File: src/rtl/divider_restoring_sequential.sv
// divider_restoring_sequential
//
// Multi-cycle unsigned integer divider using the restoring shift-subtract
// algorithm. One quotient bit is retired per clock, so an N-bit division
// takes N cycles after the accepting edge and needs only an (N+1)-bit
// subtractor.
//
// Ports:
//   Clock_In        - single clock, rising edge
//   Reset_In        - asynchronous, active-high reset
//   Start_In        - begin a division (accepted only while idle)
//   Dividend_In     - unsigned dividend, captured on the accepting edge
//   Divisor_In      - unsigned divisor, captured on the accepting edge
//   Quotient_Out    - registered quotient, held until the next completion
//   Remainder_Out   - registered remainder, held until the next completion
//   Busy_Out        - high while an operation is in flight
//   Done_Out        - one-cycle pulse when results become valid
//   Div_By_Zero_Out - set with the results when the divisor was 0
//
// Optional feature: define DIVIDER_ZERO_DETECT_EN to detect a zero divisor on
// the accepting edge and finish one cycle later (Quotient all ones, Remainder
// equal to the dividend, Div_By_Zero_Out set). Without it a zero divisor runs
// the normal N iterations, which naturally give the same Quotient/Remainder,
// and Div_By_Zero_Out is tied low.

module divider_restoring_sequential #(
  parameter int DATA_WIDTH = 8
) (
  input  logic                  Clock_In,
  input  logic                  Reset_In,
  input  logic                  Start_In,
  input  logic [DATA_WIDTH-1:0] Dividend_In,
  input  logic [DATA_WIDTH-1:0] Divisor_In,
  output logic [DATA_WIDTH-1:0] Quotient_Out,
  output logic [DATA_WIDTH-1:0] Remainder_Out,
  output logic                  Busy_Out,
  output logic                  Done_Out,
  output logic                  Div_By_Zero_Out
);

  localparam int N     = DATA_WIDTH;
  localparam int CNT_W = $clog2(DATA_WIDTH + 1);

  typedef enum logic {
    IDLE = 1'b0,
    CALC = 1'b1
  } state_t;

  state_t             r_state, w_state_nxt;
  // Shift register: dividend bits leave at the MSB while quotient bits enter
  // at the LSB, so after N steps it holds the quotient.
  logic [N-1:0]       r_dividend, w_dividend_nxt;
  logic [N-1:0]       r_divisor,  w_divisor_nxt;
  logic [N:0]         r_rem,      w_rem_nxt;
  logic [CNT_W-1:0]   r_cnt,      w_cnt_nxt;
  logic [N-1:0]       r_quot,     w_quot_nxt;
  logic [N-1:0]       r_remout,   w_remout_nxt;
  logic               r_busy,     w_busy_nxt;
  logic               r_done,     w_done_nxt;

  logic [N:0]         w_shifted;
  logic [N:0]         w_diff;
  logic               w_neg;
  logic [CNT_W-1:0]   w_cnt_dec;
  logic [N-1:0]       w_shift_out;
  logic [N:0]         w_rem_step;

`ifdef DIVIDER_ZERO_DETECT_EN
  logic               r_zero, w_zero_nxt;
  logic               r_dbz,  w_dbz_nxt;
`endif

  // The partial remainder never exceeds the divisor, so its top bit is always
  // 0; it is kept only to match the N+1-bit working width.
  logic               w_unused_rem_msb;
  assign w_unused_rem_msb = r_rem[N];

  // One restoring step: shift in the next dividend bit, trial-subtract.
  // The borrow (bit N of the difference) marks a negative result, which is
  // valid because the shifted value is always below twice the divisor.
  assign w_shifted   = {r_rem[N-1:0], r_dividend[N-1]};
  assign w_diff      = w_shifted - {1'b0, r_divisor};
  assign w_neg       = w_diff[N];
  assign w_rem_step  = w_neg ? w_shifted : w_diff;
  assign w_shift_out = {r_dividend[N-2:0], ~w_neg};
  assign w_cnt_dec   = r_cnt - CNT_W'(1);

  always_comb begin
    w_state_nxt    = r_state;
    w_dividend_nxt = r_dividend;
    w_divisor_nxt  = r_divisor;
    w_rem_nxt      = r_rem;
    w_cnt_nxt      = r_cnt;
    w_quot_nxt     = r_quot;
    w_remout_nxt   = r_remout;
    w_busy_nxt     = r_busy;
    w_done_nxt     = 1'b0;
`ifdef DIVIDER_ZERO_DETECT_EN
    w_zero_nxt     = r_zero;
    w_dbz_nxt      = r_dbz;
`endif

    case (r_state)
      IDLE: begin
        if (Start_In) begin
          w_dividend_nxt = Dividend_In;
          w_divisor_nxt  = Divisor_In;
          w_rem_nxt      = '0;
          w_cnt_nxt      = CNT_W'(N);
          w_busy_nxt     = 1'b1;
          w_state_nxt    = CALC;
`ifdef DIVIDER_ZERO_DETECT_EN
          w_zero_nxt     = (Divisor_In == '0);
`endif
        end
      end

      CALC: begin
`ifdef DIVIDER_ZERO_DETECT_EN
        if (r_zero) begin
          // Zero divisor: skip iteration and report the saturated result.
          w_quot_nxt   = '1;
          w_remout_nxt = r_dividend;
          w_dbz_nxt    = 1'b1;
          w_cnt_nxt    = '0;
          w_done_nxt   = 1'b1;
          w_busy_nxt   = 1'b0;
          w_state_nxt  = IDLE;
        end else begin
`endif
          w_dividend_nxt = w_shift_out;
          w_rem_nxt      = w_rem_step;
          w_cnt_nxt      = w_cnt_dec;
          // Final step: publish this step's values directly so results are
          // visible right after edge EN.
          if (w_cnt_dec == '0) begin
            w_quot_nxt   = w_shift_out;
            w_remout_nxt = w_rem_step[N-1:0];
            w_done_nxt   = 1'b1;
            w_busy_nxt   = 1'b0;
            w_state_nxt  = IDLE;
`ifdef DIVIDER_ZERO_DETECT_EN
            w_dbz_nxt    = 1'b0;
`endif
          end
`ifdef DIVIDER_ZERO_DETECT_EN
        end
`endif
      end

      default: w_state_nxt = IDLE;
    endcase
  end

  always_ff @(posedge Clock_In or posedge Reset_In) begin
    if (Reset_In) begin
      r_state    <= IDLE;
      r_dividend <= '0;
      r_divisor  <= '0;
      r_rem      <= '0;
      r_cnt      <= '0;
      r_quot     <= '0;
      r_remout   <= '0;
      r_busy     <= 1'b0;
      r_done     <= 1'b0;
`ifdef DIVIDER_ZERO_DETECT_EN
      r_zero     <= 1'b0;
      r_dbz      <= 1'b0;
`endif
    end else begin
      r_state    <= w_state_nxt;
      r_dividend <= w_dividend_nxt;
      r_divisor  <= w_divisor_nxt;
      r_rem      <= w_rem_nxt;
      r_cnt      <= w_cnt_nxt;
      r_quot     <= w_quot_nxt;
      r_remout   <= w_remout_nxt;
      r_busy     <= w_busy_nxt;
      r_done     <= w_done_nxt;
`ifdef DIVIDER_ZERO_DETECT_EN
      r_zero     <= w_zero_nxt;
      r_dbz      <= w_dbz_nxt;
`endif
    end
  end

  assign Quotient_Out  = r_quot;
  assign Remainder_Out = r_remout;
  assign Busy_Out      = r_busy;
  assign Done_Out      = r_done;

`ifdef DIVIDER_ZERO_DETECT_EN
  assign Div_By_Zero_Out = r_dbz;
`else
  assign Div_By_Zero_Out = 1'b0;
`endif

endmodule
File: config.mk
export PLATFORM = sky130hd
export DESIGN_NAME = divider_restoring_sequential
export DESIGN_NICKNAME = d
export VERILOG_FILES = /design/src/rtl/divider_restoring_sequential.sv
export SDC_FILE = /design/constraint.sdc
export NUM_CORES = 1
export LEC_CHECK = 0
export BUFFER_PORTS_ARGS = -buffer_cell sky130_fd_sc_hd__buf_2
export CAP_MARGIN = 20
export CORE_MARGIN = 10
export CORE_UTILIZATION = 40
export CTS_CLUSTER_SIZE = 30
export DETAILED_ROUTE_END_ITERATION = 8
export PLACE_DENSITY = 0.71
export SLEW_MARGIN = 20
export SYNTH_ARGS = -nofsm -noshare
export SYNTH_HDL_FRONTEND = slang
export SYNTH_SLANG_ARGS = --single-unit
File: constraint.sdc
create_clock -name Clock_In -period 6.4 [get_ports Clock_In]
set_input_delay 0.64 -clock Clock_In [delete_from_list [all_inputs] [get_ports Clock_In]]
set_output_delay 0.64 -clock Clock_In [all_outputs]
set_load 0.02 [all_outputs]
==> results of run 1 <==
-- worst min-delay path by stage --
stage / from / endpoint / depth (start not counted)
final: Reset_In / Quotient_Out[5] / 2
after global routing: Quotient_Out[1] / Quotient_Out[1] / 2
after CTS: Quotient_Out[4] / Quotient_Out[4] / 2
after detailed placement: Quotient_Out[1] / Quotient_Out[1] / 2
after global placement: Quotient_Out[6] / Quotient_Out[6] / 2
after floorplan: r_dividend[0] / Quotient_Out[1] / 2
-- cells by family (layout without fill, tap and decap cells) --
kind of cell               count (synthesis)  after routing  synth area share
DFF                                       47             47             0.475
and+or+nand+nor                           79             79             0.151
xor gates and xnor gates                   5              5            0.0177
AOI/OAI and AO/OA                         47             47             0.142
other                                      1              1           0.00152
muxes                                     25             25             0.105
buffers and inverters                     29             61            0.0501
adders and majority gates                 11             11            0.0586
-- power by group --
part | switching, W | leakage [nW] | internal (W)
Combinational | 0.000594 | 0.774 | 0.000452
Sequential | 0.0000916 | 0.577 | 0.000445
Clock | 0.000107 | 0.0587 | 0.000118
-- state kept, by name, indices dropped and copies added (netlist names) --
| name | cells |
|---|---|
| Busy_Out | 1 |
| Done_Out | 1 |
| Quotient_Out | 8 |
| Remainder_Out | 8 |
| r_cnt | 4 |
| r_dividend | 8 |
| r_divisor | 8 |
| r_rem | 8 |
| r_state | 1 |
-- placed cells by master, fill, tap and decap left out, types with 2 or more instances in the layout --
master and n:
or3b_2 2, o211ai_2 2, nand2_1 47, nand3_1 2, dfrtp_1 47, inv_1 15, a211oi_1 3, a21oi_1 3
xnor2_1 2, ha_1 10, nor3_1 3, nor3b_1 4, buf_2 36, nand3b_1 2, a21o_1 5, clkbuf_8 5
mux2_2 7, xor2_1 3, mux2i_1 18, nand2b_1 7, nor2_1 7, o31ai_1 2, o21ai_0 20
-- area by class of cell --
class	instances	share of cell area
timing repair buffer	37	0.0668
multi-input combinational	168	0.418
inverter	16	0.0218
tap	75	0.0334
sequential	47	0.419
clock inverter	3	0.0169
clock buffer	5	0.0245
-- through the flow --
| step | instances | utilization |
|---|---|---|
| global route | 351 | 0.472 |
| CTS | 351 | 0.472 |
| global placement | 343 | 0.452 |
| detailed placement | 343 | 0.452 |
| finish | 351 | 0.472 |
| floorplan | 244 | - |
-- per-layer routing --
metal,up-vias,wire length [um],share of wire,GRT usage
met5,-,0,0,0
met4,0,106,0.020,0.0463
met1,886,2260,0.44,0.127
li1,894,-,-,-
met3,13,223,0.043,0.0286
met2,39,2610,0.50,0.184
-- worst max-delay path, cell delays in order (launching register included) --
cell and delay [ns]:
dfrtp_1 0.38, inv_1 0.08, ha_1 0.16, inv_1 0.05
fa_1 0.44, a211oi_4 0.31, o211ai_2 0.13, a221oi_2 0.86
mux2_2 0.43, mux2_2 0.26
==> impl_metrics.csv, run 1 <==
group,metric,value,unit
outcome,status,"completed",
worst_setup_path,cp-endpoint,"Remainder_Out[6]",
synthesis,syn_area,0.00247,sq mm
route,drtAntennaViolNets,0,
route,dr.pass1.iters,4,
grt,grt_max_degree,48,
grt,grt_pass1_vias,1876,
run,maxCapViolations,0,
floorplanning,die_h,98.7,um
cts,cts-root-buf,"clkbuf_8",
timing,clock_skew,0.00663,ns
worst_setup_path,path_class,"reg -> reg",
synthesis,synth_top_area_share,0.475,
synthesis,yosys_most_used_dff,"dfrtp_1",
worst_setup_path,arrival,3.41,ns
place,dp_slack,3.25,ns
route,drc,0,
timing,period_share,0.502,
synthesis,synth_fp_nets,274,
power_and_ir_drop,power.total,0.00181,W
worst_setup_path,r2r_end,"Remainder_Out[6]",
worst_setup_path,r2r_start,"r_dividend[7]",
synthesis,synth_edf_count,0,
timing,tightest_slew,1.00,ns
timing,fin_ws,3.19,ns
worst_setup_path,r2r_cells,9,
synthesis,async_flop_share,1.00,
floorplanning,core.rowCount,28,
cts,numCtsBuffers,5,
place,io_buffers,36,
route,drt-total-wl,5.20,mm
cts,cts_htree_levels,2,
final_layout,syn2layout_area_growth,13.5,%
grt,track_usage,0.109,
synthesis,ys_seq_elements,47,
grt,grt_antenna_before_repair,0,
route,via_per_inst,5.22,
worst_setup_path,critPathCaptureType,"register",
timing,whs,0.450,ns
place,placed_cell_area,0.00269,sq mm
timing,drv_slew,0,
timing,rsz0062_at_grt,"no",
worst_setup_path,crit_path_start,"r_dividend[7]",
cts,clock_sinks,47,
cts,clock_path_buffers,2,
place,place.gp.congestion,0.793,
worst_setup_path,worstSetupStartpointType,"register",
power_and_ir_drop,ir_drop,208,uV
worst_setup_path,critical_path_required,6.59,ns
synthesis,ys_top_cells_by_area,"dfrtp_1 48%, mux2i_1 7.3%, nand2_1 7.1%",
floorplanning,die_w,98.7,um
synthesis,synthDistinctLibCells,45,
cts,clock_latency,0.30,ns
synthesis,syn-instance-count,244,
cts,cts_setup_buffers,0,
floorplanning,design.core.area,0.00596,sq mm
timing,slew_headroom,0.333,
route,vias,1832,
synthesis,avgSynthCellArea,10.1,sq um
synthesis,yosys_warnings,0,
cts,clk_pin_slew_worst_paths,0.09,ns
cts,cts_hold_buf,0,
synthesis,synth_common_cells,"47 x dfrtp_1, 47 x nand2_1, 20 x o21ai_0",
place,dp_hpwl,3.76,mm
final_layout,stdcell_area,0.00281,sq mm
final_layout,drive_gt1_frac,0.232,
route,wire_per_inst,14.8,um
power_and_ir_drop,p_leak,1.41,nW
final_layout,fillers,566,
timing,fin_setup_tns,0,ns
timing,fmax,311,MHz
grt,grt_pass1_wl,8.92,mm
grt,grt_overflow,0,
worst_setup_path,reg2reg_slack,3.19,ns
synthesis,yosys.area.top_type,"dfrtp_1",
worst_setup_path,cp_max_fo,11,
final_layout,finalNetCount,305,
hold_path,hp-class,"in -> async",
final_layout,register_area,0.00118,sq mm
cts,tritoncts,"yes",
floorplanning,start_util,0.416,
timing,finalSetupViolCount,0,
final_layout,diodes,0,
floorplanning,die-area,0.00973,sq mm
synthesis,ys_seq_area_frac,0.475,
timing,hold_violations,0,
cts,cts_resized,0,
final_layout,multi_input_area,0.00117,sq mm
timing,min_period,3.21,ns
route,drt_iter0_markers,71,
floorplanning,io_pins,38,
power_and_ir_drop,power.density,643,mW/mm^2
(Power assumes the default switching activity.)
==> run 2: changes to the inputs <==
--- a/config.mk
+++ b/config.mk
@@ -5,6 +5,7 @@
 export SDC_FILE = /design/constraint.sdc
 export NUM_CORES = 1
 export LEC_CHECK = 0
+export ABC_AREA = 1
 export BUFFER_PORTS_ARGS = -buffer_cell sky130_fd_sc_hd__buf_2
 export CAP_MARGIN = 20
 export CORE_MARGIN = 10
==> constraint.sdc (replaced) <==
create_clock -name Clock_In -period 3.25 [get_ports Clock_In]
set_input_delay 0.325 -clock Clock_In [delete_from_list [all_inputs] [get_ports Clock_In]]
set_output_delay 0.325 -clock Clock_In [all_outputs]
set_load 0.02 [all_outputs]
==> run 2 against run 1 <==
Against the previous run: synthesized cell count increased by 23%; global-route usage increased by 0.16 points; worst setup slack got worse by 2.0 ns; register-to-register slack got worse by 2.0 ns; count of clock-buffer cells in the layout increased by 2; final area decreased by 0.94%; wire length increased by 0.50%; highest routed layer unchanged.
==> impl_metrics.csv, run 2 <==
group,metric,value,unit
timing,slew_headroom,0.466,
timing,drv_slew,0,
synthesis,synth_top_area_share,0.477,
final_layout,final_cell_mix,"112 x nand2_1, 47 x dfrtp_1, 37 x inv_1",
final_layout,diodes,0,
worst_setup_path,path_class,"reg -> reg",
synthesis,synth_top_family_by_area,"simple AND/OR/NAND/NOR gates",
floorplanning,core.rowCount,28,
synthesis,synth_mux_area_frac,0,
timing,fin_setup_tns,0,ns
timing,hold_violations,0,
synthesis,ys_seq_elements,47,
cts,cts_hold_buf,0,
synthesis,syn-instance-count,299,
worst_setup_path,worstSetupStartpointType,"register",
cts,numCtsBuffers,5,
synthesis,ys_seq_area_frac,0.477,
grt,track_usage,0.110,
floorplanning,start_util,0.414,
timing,rsz0062_at_grt,"no",
worst_setup_path,critPathCaptureType,"register",
route,wire_per_inst,12.7,um
final_layout,final_common_cell,"nand2_1",
cts,clk_pin_slew_worst_paths,0.09,ns
place,dp_hpwl,3.88,mm
final_layout,finalNetCount,365,
cts,clock_latency,0.30,ns
floorplanning,io_pins,38,
cts,cts_resized,0,
timing,finalSetupViolCount,0,
synthesis,yosys_warnings,0,
grt,met1_usage,0.153,
grt,grt-busiest-layer,"met2",
synthesis,yosys.area.top_type,"dfrtp_1",
synthesis,async_flop_share,1.00,
grt,grt_overflow,0,
grt,met3_usage,0.0223,
synthesis,synth_common_cells,"112 x nand2_1, 47 x dfrtp_1, 38 x inv_1",
timing,period_share,0.633,
synthesis,synth_edf_count,0,
floorplanning,design.core.area,0.00596,sq mm
floorplanning,die_h,98.5,um
run,maxCapViolations,0,
synthesis,synth.most_common_cell,"nand2_1",
timing,clock_skew,0.00767,ns
synthesis,avgSynthCellArea,8.24,sq um
worst_setup_path,arrival,2.25,ns
timing,min_period,2.06,ns
worst_setup_path,critical_path_required,3.45,ns
synthesis,synth_compound_area_frac,0.0685,
grt,grt_max_degree,48,
cts,cts_htree_levels,2,
grt,grt_pass1_wl,9.03,mm
route,drtAntennaViolNets,0,
timing,tightest_slew,0.799,ns
worst_setup_path,r2r_start,"r_dividend[7]",
place,io_buffers,36,
route,vias,1910,
synthesis,synthSimpleGateAreaFrac,0.291,
grt,grt_use_met2,0.159,
worst_setup_path,r2r_end,"Remainder_Out[7]",
worst_setup_path,r2r_cells,14,
synthesis,synth_xor_area_frac,0.0178,
synthesis,yosys_most_used_dff,"dfrtp_1",
final_layout,syn2layout_area_growth,12.9,%
route,drt_iter0_markers,141,
worst_setup_path,cp_max_fo,10,
grt,grt_antenna_before_repair,0,
outcome,status,"completed",
synthesis,synth-adder-area-share,0.0589,
cts,cts_setup_buffers,0,
grt,grt_pass1_vias,1914,
route,drt-total-wl,5.23,mm
hold_path,hp-class,"in -> async",
synthesis,ys_top_cells_by_area,"dfrtp_1 48%, nand2_1 17%, inv_1 5.8%",
cts,cts-root-buf,"clkbuf_8",
route,drc,0,
place,dp_slack,1.19,ns
place,place.gp.congestion,0.814,
floorplanning,die_w,98.5,um
worst_setup_path,reg2reg_slack,1.19,ns
route,dr.pass1.iters,4,
cts,clock_sinks,47,
timing,fmax,486,MHz
timing,fin_ws,1.19,ns
cts,clock_path_buffers,2,
synthesis,synth_fp_nets,329,
synthesis,syn_area,0.00246,sq mm
synthesis,synthDistinctLibCells,33,
cts,tritoncts,"yes",
final_layout,drive_gt1_frac,0.179,
route,via_per_inst,4.65,
floorplanning,die-area,0.00970,sq mm
[run 2: cell count changes after synthesis, sizes merged, moves of 18 or more]
cell and delta:
nand2 +73, inv +24, nand3 +20, mux2i -18
[run 2: area by class of cell]
| cell class | instances | area, sq um |
|---|---|---|
| fill | 619 | 3170 |
| sequential | 47 | 1180 |
| multi-input combinational | 204 | 1080 |
| timing repair buffer | 37 | 188 |
| inverter | 40 | 151 |
| tap | 75 | 93.8 |
| clock buffer | 7 | 86.3 |
| clock inverter | 1 | 8.76 |
[run 2: worst max-delay path, cell delays in order, from the launching register on]
cell and delay, ns:
dfrtp_1 0.37, inv_1 0.11, ha_1 0.17, inv_1 0.07, fa_1 0.40, nand2_1 0.09, nand2_2 0.07, nand3_2 0.11
nand2_2 0.08, nand2_4 0.14, nand2_8 0.10, nand2_2 0.08, nand2_2 0.05, nand2_1 0.07, nand2_1 0.05
[run 2: logic make-up after synthesis]
group | count (synthesis)
AND/OR/NAND/NOR | 161
buffers and inverters | 48
adder cells (fa/ha/maj) | 11
other | 1
flip-flops | 47
AO/OA/AOI/OAI | 26
XOR/XNOR | 5
[run 2: worst max-delay path by stage]
stage | start | endpoint | slack (ns)
3_5_place_dp | r_cnt[0] | Remainder_Out[2] | 1.19
6_report | r_dividend[7] | Remainder_Out[7] | 1.19
4_1_cts | r_cnt[0] | Remainder_Out[2] | 1.17
5_1_grt | r_state | Remainder_Out[0] | 0.94
3_3_place_gp | r_dividend[7] | r_rem[1] | 1.22
2_1_floorplan | r_dividend[7] | r_rem[7] | 1.42
[run 2: metal layers]
metal  part of all wire  vias up
met4              0.020        0
met5                  0        -
met1               0.52      864
met2               0.42       32
met3              0.033        7
li1                   -     1007
[run 2: stage by stage]
stage	instances	hold slack [ns]	cell area (sq um)	utilization
floorplan	299	0.435	2460	-
global placement	403	0.463	2690	0.451
detailed placement	403	0.462	2690	0.451
CTS	411	0.212	2780	0.467
global route	411	0.213	2780	0.467
finish	411	0.143	2780	0.467
Power of run 2 is left out: the tool's default activity adds up to more than one toggle a clock period on the data nets, which glitch-free logic cannot reach.
==> run 3: changes to the inputs <==
==> constraint.sdc (replaced) <==
create_clock -name Clock_In -period 1.9 [get_ports Clock_In]
set_input_delay 0.19 -clock Clock_In [delete_from_list [all_inputs] [get_ports Clock_In]]
set_output_delay 0.19 -clock Clock_In [all_outputs]
set_load 0.02 [all_outputs]
==> run 3 against run 2 <==
Against the previous run: fmax rose by 7.5%; sequential share of layout area fell by 3.5 points; sequential cell count did not move; register-to-register slack got worse by 1.2 ns; hold slack got worse by 0.069 ns; global-route usage rose by 0.64 points; via count rose by 7.4%; the flow now finishes with violations (setup timing); cell count rose by 3.6%.
==> impl_metrics.csv, run 3 (synthesized netlist as in run 2, its figures left out) <==
group,metric,value,unit
timing,rsz0062_at_grt,"yes",
worst_setup_path,path_class,"reg -> reg",
timing,fmax,523,MHz
worst_setup_path,reg2reg_slack,-0.01,ns
cts,cts-root-buf,"clkbuf_8",
floorplanning,io_pins,38,
outcome,violations,"setup timing",
cts,clock_sinks,47,
route,drtAntennaViolNets,0,
place,io_buffers,36,
floorplanning,die_h,98.5,um
worst_setup_path,critical_path_required,2.10,ns
place,place.gp.congestion,0.882,
timing,finalSetupViolCount,2,
worst_setup_path,cp_max_fo,6,
final_layout,final_cell_mix,"105 x nand2_1, 47 x dfrtp_1, 36 x buf_2",
grt,grt_overflow,0,
timing,fin_ws,-0.0130,ns
final_layout,fillers,595,
timing,drv_slew,0,
place,dp_hpwl,4.07,mm
route,drt-total-wl,5.60,mm
cts,clk_pin_slew_worst_paths,0.09,ns
route,vias,2051,
grt,grt_max_degree,48,
grt,grt_pass1_wl,9.58,mm
final_layout,drive_gt1_frac,0.259,
grt,track_usage,0.117,
worst_setup_path,worstSetupStartpointType,"register",
floorplanning,design.core.area,0.00596,sq mm
hold_path,hp-class,"in -> reg",
route,via_per_inst,4.81,
final_layout,final_common_cell,"nand2_1",
route,drc,0,
timing,hold_violations,0,
timing,whs,0.0739,ns
worst_setup_path,r2r_cells,12,
worst_setup_path,arrival,2.12,ns
floorplanning,core.rowCount,28,
route,drt_iter0_markers,116,
worst_setup_path,r2r_end,"Remainder_Out[2]",
place,dp_slack,-0.00451,ns
worst_setup_path,r2r_start,"r_dividend[7]",
grt,grt_pass1_vias,2016,
final_layout,syn2layout_area_growth,23.2,%
worst_setup_path,crit_path_start,"r_dividend[7]",
floorplanning,die-area,0.00970,sq mm
outcome,status,"complete, but fails checks",
route,wire_per_inst,13.1,um
final_layout,diodes,0,
floorplanning,die_w,98.5,um
floorplanning,start_util,0.414,
timing,period_share,1.01,
run,maxCapViolations,0,
timing,clock_skew,0.00806,ns
worst_setup_path,cp-endpoint,"Remainder_Out[2]",
cts,tritoncts,"yes",
cts,numCtsBuffers,5,
worst_setup_path,critPathCaptureType,"register",
cts,clock_latency,0.31,ns
cts,cts_htree_levels,2,
grt,grt_antenna_before_repair,0,
timing,min_period,1.91,ns
final_layout,finalNetCount,380,
cts,clock_path_buffers,2,
route,dr.pass1.iters,4,
==> run 3: cell count changes in the layout (fill, tap and decap cells not counted), sizes merged <==
cell / previous run / this run
dlygate4sd3: 0 / 1
nand3: 23 / 24
clkbuf: 7 / 6
buf: 37 / 48
bufinv: 0 / 1
inv: 39 / 41
clkinv: 2 / 0
nand2: 120 / 122
==> run 3: critical path, stage by stage, from the launching register on <==
cell	delay (ns)
dfrtp_1	0.38
inv_2	0.07
ha_4	0.12
inv_2	0.04
fa_2	0.39
nand2_2	0.09
nand2_4	0.06
nand3_4	0.11
nand2_4	0.08
nand2_8	0.11
nand3b_1	0.17
nand3_2	0.13
nand2_1	0.05
==> run 3: area by class of cell <==
class | instances | area (sq um) | share of cell area
flip-flops and latches | 47 | 1180 | 0.387
well taps | 75 | 93.8 | 0.0309
repair buffers | 49 | 293 | 0.0964
clock inverters | 2 | 38.8 | 0.0128
clock buffers | 6 | 82.6 | 0.0272
multi-input cells | 207 | 1200 | 0.396
inverters | 40 | 150 | 0.0494
==> run 3: per-stage QoR <==
step,area (sq um),utilization,instances,setup TNS (ns)
finish,3040,0.510,426,-0.0203
global route,3040,0.510,426,-1.27
CTS,2940,0.493,424,0
detailed placement,2770,0.465,412,-0.00451
global placement,2770,0.465,412,0
floorplan,2460,-,299,0
==> run 3: repair_timing <==
item,in CTS,in global routing
setup buffers,1,1
hold buffers,1,0
setup endpoints to repair,10,18
pin swaps,1,9
hold endpoints to repair,47,0
gates cloned,2,1
gates resized for setup,3,20
==> run 3: routing by layer <==
layer / share of wire / track usage / wire length, um
met1: 0.48 / 0.156 / 2700
met2: 0.45 / 0.177 / 2510
met3: 0.053 / 0.0300 / 297
met4: 0.018 / 0.0430 / 98
met5: 0 / 0 / 0
==> run 3: worst min path at each step <==
stage,from,to,slack [ns],depth (start not counted)
global route,Divisor_In[0],r_divisor[0],0.08,3
detailed placement,Reset_In,r_cnt[3],0.25,3
finish,Dividend_In[5],r_dividend[5],0.07,3
CTS,Dividend_In[5],r_dividend[5],0.07,3
floorplan,Divisor_In[0],r_divisor[0],0.30,2
global placement,Reset_In,r_cnt[3],0.24,3
Power of run 3 is left out for the same reason.
